[src/rtl/pc_sequencer.sv]
//==============================================================================
// Module  : pc_sequencer
// Brief   : Fetch PC owner and instruction-memory request sequencer with
//           MIPS delay-slot redirect handling. Optional redirect counter is
//           built when PC_SEQ_REDIRECT_STATS_EN is defined.
// Revision: 1.0  initial release
//==============================================================================
`default_nettype none

module pc_sequencer #(
  parameter logic [31:0] RESET_PC = 32'h0000_0000
) (
  input  logic        clk,
  input  logic        rst,
  input  logic        stall,
  input  logic        jb_valid,
  input  logic [1:0]  jump_sel,
  input  logic [31:0] branch_base,
  input  logic [31:0] imm_sext,
  input  logic [25:0] jtarget,
  input  logic [31:0] rs_val,
  input  logic        imem_ack,
  output logic        imem_req,
  output logic [31:0] imem_addr,
  output logic [31:0] pc,
  output logic        inst_valid,
  output logic        addr_err,
  output logic [31:0] redirect_cnt
);

  localparam logic [1:0] ST_IDLE = 2'd0;
  localparam logic [1:0] ST_WAIT = 2'd1;
  localparam logic [1:0] ST_HOLD = 2'd2;

  logic [1:0]  state_q, state_d;
  logic [31:0] pc_q, pc_d;
  logic        pend_valid_q, pend_valid_d;
  logic [31:0] pend_target_q, pend_target_d;
  logic        addr_err_q, addr_err_d;

  logic [31:0] raw_target;
  logic [31:0] target;
  logic        taken;
  logic        advance;
  logic [31:0] next_pc;

  always_comb begin
    case (jump_sel)
      2'b01:   raw_target = branch_base + (imm_sext << 2);
      2'b10:   raw_target = {branch_base[31:28], jtarget, 2'b00};
      2'b11:   raw_target = rs_val;
      default: raw_target = pc_q + 32'd4;
    endcase
  end

  assign taken  = jb_valid && (jump_sel != 2'b00);
  assign target = {raw_target[31:2], 2'b00};

  assign imem_req   = (state_q == ST_WAIT);
  assign inst_valid = ((state_q == ST_WAIT) && imem_ack) || (state_q == ST_HOLD);
  assign advance    = !stall && (((state_q == ST_WAIT) && imem_ack) || (state_q == ST_HOLD));

  // A redirect seen this cycle beats an older pending one (newest wins).
  assign next_pc = taken        ? target        :
                   pend_valid_q ? pend_target_q :
                                  pc_q + 32'd4;

  always_comb begin
    state_d       = state_q;
    pc_d          = pc_q;
    pend_valid_d  = pend_valid_q;
    pend_target_d = pend_target_q;
    addr_err_d    = taken && (raw_target[1:0] != 2'b00);

    case (state_q)
      ST_IDLE: state_d = ST_WAIT;
      ST_WAIT: if (imem_ack && stall) state_d = ST_HOLD;
      ST_HOLD: if (!stall) state_d = ST_WAIT;
      default: state_d = ST_IDLE;
    endcase

    if (advance) begin
      pc_d         = next_pc;
      pend_valid_d = 1'b0;
    end else if (taken) begin
      pend_valid_d  = 1'b1;
      pend_target_d = target;
    end
  end

  always_ff @(posedge clk) begin
    if (rst) begin
      state_q       <= ST_IDLE;
      pc_q          <= RESET_PC;
      pend_valid_q  <= 1'b0;
      pend_target_q <= 32'h0000_0000;
      addr_err_q    <= 1'b0;
    end else begin
      state_q       <= state_d;
      pc_q          <= pc_d;
      pend_valid_q  <= pend_valid_d;
      pend_target_q <= pend_target_d;
      addr_err_q    <= addr_err_d;
    end
  end

  assign pc        = pc_q;
  assign imem_addr = pc_q;
  assign addr_err  = addr_err_q;

`ifdef PC_SEQ_REDIRECT_STATS_EN
  logic [31:0] redirect_cnt_q, redirect_cnt_d;
  logic        redirect_load;

  assign redirect_load = advance && (taken || pend_valid_q);

  always_comb begin
    redirect_cnt_d = redirect_cnt_q;
    if (redirect_load) redirect_cnt_d = redirect_cnt_q + 32'd1;
  end

  always_ff @(posedge clk) begin
    if (rst) redirect_cnt_q <= 32'h0000_0000;
    else     redirect_cnt_q <= redirect_cnt_d;
  end

  assign redirect_cnt = redirect_cnt_q;
`else
  assign redirect_cnt = 32'h0000_0000;
`endif

endmodule

`default_nettype wire
[config.mk]
export PLATFORM = sky130hd
export DESIGN_NAME = pc_sequencer
export DESIGN_NICKNAME = d
export VERILOG_FILES = /design/src/rtl/pc_sequencer.sv
export SDC_FILE = /design/constraint.sdc
export NUM_CORES = 1
export LEC_CHECK = 0
export CAP_MARGIN = 10
export CORE_MARGIN = 10
export CORE_UTILIZATION = 30
export CTS_BUF_LIST = sky130_fd_sc_hd__clkbuf_8
export DETAILED_ROUTE_END_ITERATION = 6
export PLACE_DENSITY = 0.55
export SETUP_SLACK_MARGIN = 0.02
export SLEW_MARGIN = 0
export SYNTH_ARGS = -nofsm -noshare
export SYNTH_HDL_FRONTEND = slang
export SYNTH_SLANG_ARGS = --single-unit
[constraint.sdc]
create_clock -name clk -period 4.2 [get_ports clk]
set_input_delay 0.84 -clock clk [delete_from_list [all_inputs] [get_ports clk]]
set_output_delay 0.84 -clock clk [all_outputs]
set_load 0.02 [all_outputs]
==> results.ini <==
[clock_tree]
cts_max_level = 3
clock-root-buffer = clkbuf_8
clk_path_buf_depth = 2
cts_tree = done
clock_latency_ps = 350
ctsHoldBuffers = 0
cts_setup_buffers = 0
cts_buffers = 9
cts_sinks = 64
cts-resized-gates = 0
path_clk_slew_ps = 70

[global_routing]
antenna_found_initial = 0
grt_pass1_wl_mm = 32.5
grt_usage_pct = 15.1
grt_overflow_total = 0
grt_pass1_vias = 5937
grt_max_degree = 46

[final_layout]
design_area_um2 = 8050
final_common_cell = clkdlybuf4s50_1
antenna_cells = 0
areaGrowthSynthToFinish_pct = 32.4
n_fill_cell = 2091
layout_common_cells = clkdlybuf4s50_1 (187), nand2_1 (100), nor2_1 (79)
drive_gt1_share_pct = 5.58
fin_util_pct = 40.0
nets = 1123

[setup_path]
regToRegSetupSlack_ps = 1690
startpoint = branch_base[2]
crit_fanout = 3
critical_path_required_ps = 4470
timing.rr.start = imem_addr[4]
worstRegToRegCells = 9
start_kind = primary input
worstSetupPathType = primary input to flip-flop
r2r_end = imem_addr[27]
arrival_ps = 3850
end_kind = flip-flop

[sta]
period_needed_ps = 3580
relSlewSlack_pct = 36.0
drv_slew = 0
hold_viol_final = 0
max_freq_mhz = 279
worst_pin_slew_ps = 960
fin_tns_setup_ps = 0
rsz0062_at_grt = false
fin_skew_ps = 8.20
fin_crit_sh_pct = 85.3
setup_violations = 0

[power_and_ir_drop]
power_density_nw_per_um2 = 247
cellLeakagePower_nw = 3.08
max-vdd-ir-drop_mv = 0.120

[synthesis]
ys_types = 62
synthMuxAreaShare_pct = 7.10
synth_xor_area_share_pct = 7.64
syn_area_um2 = 6080
synth_warnings = 0
synth_top_family_by_area = compound AO/OA/AOI/OAI gates
ys_seq_area_share_pct = 21.1
synthCells = 826
async_reset_ff_share_pct = 0
synthAdderAreaFrac_pct = 6.51
yosys.area_share.simple_pct = 19.9
synth_edf_count = 0
synth_ff_type = dfxtp_1
synth_compound_area_share_pct = 25.3
ys_ff_latch = 64
synth.avg_cell_area_um2 = 7.36

[die]
die_h_um = 162
num_rows = 52
die_w_um = 162
dieArea_um2 = 26300
io_pins = 228
initial_core_util_pct = 30.2
placeableCoreArea_um2 = 20100

[outcome]
status = completed

[worst_hold_path]
worstHoldStart = pend_target_q[14]
min_path_type = flip-flop to flip-flop
min_to = pend_target_q[14]
min_path_cells = 2

[route]
drt_pass1_iterations = 6
drtAntennaViolNets = 0
drtIter0Drc = 352
wl_per_cell_um = 17.1
drcViolationCount = 0
vias_per_cell = 5.01
finalWirelength_mm = 21.2
vias = 6195

[run]
drv_cap = 0

[placement]
place.gp.congestion = 0.853
placed_area_um2 = 7880
numPortBuffers = 189
dpl.hpwl_mm = 16.9

[report_power, final]
group          internal (mW)  switching [mW]
Clock                  0.235           0.235
Combinational          0.373           0.445
Sequential             0.650          0.0496
Total                   1.26           0.729
[worst max-delay path: stages]
cell	delay, ps
clkdlybuf4s50_1	460
ha_1	170
inv_1	60
fa_1	370
nand2b_1	190
a21oi_1	230
o21ai_1	170
a2111oi_4	470
o221ai_2	170
o21ai_1	210
mux2i_1	240
a31oi_1	110
nor3_1	170
[worst max-delay path by stage]
| stage | endpoint | slack, ps | cells past startpoint |
|---|---|---|---|
| global route | imem_addr[28] | 240 | 13 |
| CTS | imem_addr[30] | 590 | 13 |
| detailed placement | imem_addr[30] | 250 | 13 |
| finish | imem_addr[30] | 620 | 13 |
| floorplan | imem_addr[30] | 1090 | 12 |
| global placement | imem_addr[28] | 240 | 13 |
[sequential cells by signal, summed over array words and instances (netlist names)]
signal         count
pend_valid_q       1
state_q            2
imem_addr         30
pend_target_q     30
addr_err           1
[synth_stat cells, drive strengths merged, types with 12 or more instances]
cell type / number / area share, %
nand3: 24 / 2.0
nand2: 100 / 6.2
ha: 30 / 6.2
nor3: 18 / 1.6
mux2i: 33 / 5.4
xor2: 24 / 3.5
inv: 15 / 0.93
o211ai: 12 / 1.5
buf: 78 / 9.1
dfxtp: 64 / 21
xnor2: 29 / 4.2
clkbuf: 37 / 2.3
a21o: 16 / 2.0
o21ai: 51 / 4.3
a21oi: 73 / 6.1
nor2: 81 / 5.0
nand4: 13 / 1.3
a211oi: 15 / 1.9
[layer usage]
| metal | track usage [%] | part of all wire [%] | up-vias | wire (um) |
|---|---|---|---|---|
| met3 | 3.21 | 7.3 | 13 | 1560 |
| met1 | 20.7 | 48 | 2836 | 10100 |
| met5 | 0 | 0 | - | 0 |
| met2 | 23.9 | 44 | 208 | 9370 |
| met4 | 3.35 | 0.87 | 0 | 185 |
| li1 | - | - | 3138 | - |
[logic make-up after synthesis]
family          count (synthesis)
xor+xnor                       53
fa+ha+maj                      31
mux                            42
simple gates                  269
buf+inv                       131
flops                          64
other cells                     1
compound gates                235
[stage by stage]
stage | std cells | power [mW] | setup WS, ps | hold slack [ps]
2_1_floorplan | 861 | 1.24 | 1090 | 428
3_3_place_gp | 1222 | 1.52 | 244 | 440
3_5_place_dp | 1222 | 1.53 | 248 | 447
4_1_cts | 1237 | 2.00 | 591 | 455
5_1_grt | 1237 | 2.10 | 243 | 476
6_report | 1237 | 1.99 | 619 | 455
[area by class of cell]
class | count | area [um2] | share of cell area, %
multi-input combinational | 666 | 4180 | 51.9
timing repair buffer | 206 | 2020 | 25.1
sequential | 64 | 1280 | 15.9
tap | 270 | 338 | 4.20
clock buffer | 11 | 151 | 1.88
inverter | 16 | 60.1 | 0.746
clock inverter | 4 | 15.0 | 0.187
(Power assumes the default switching activity.)
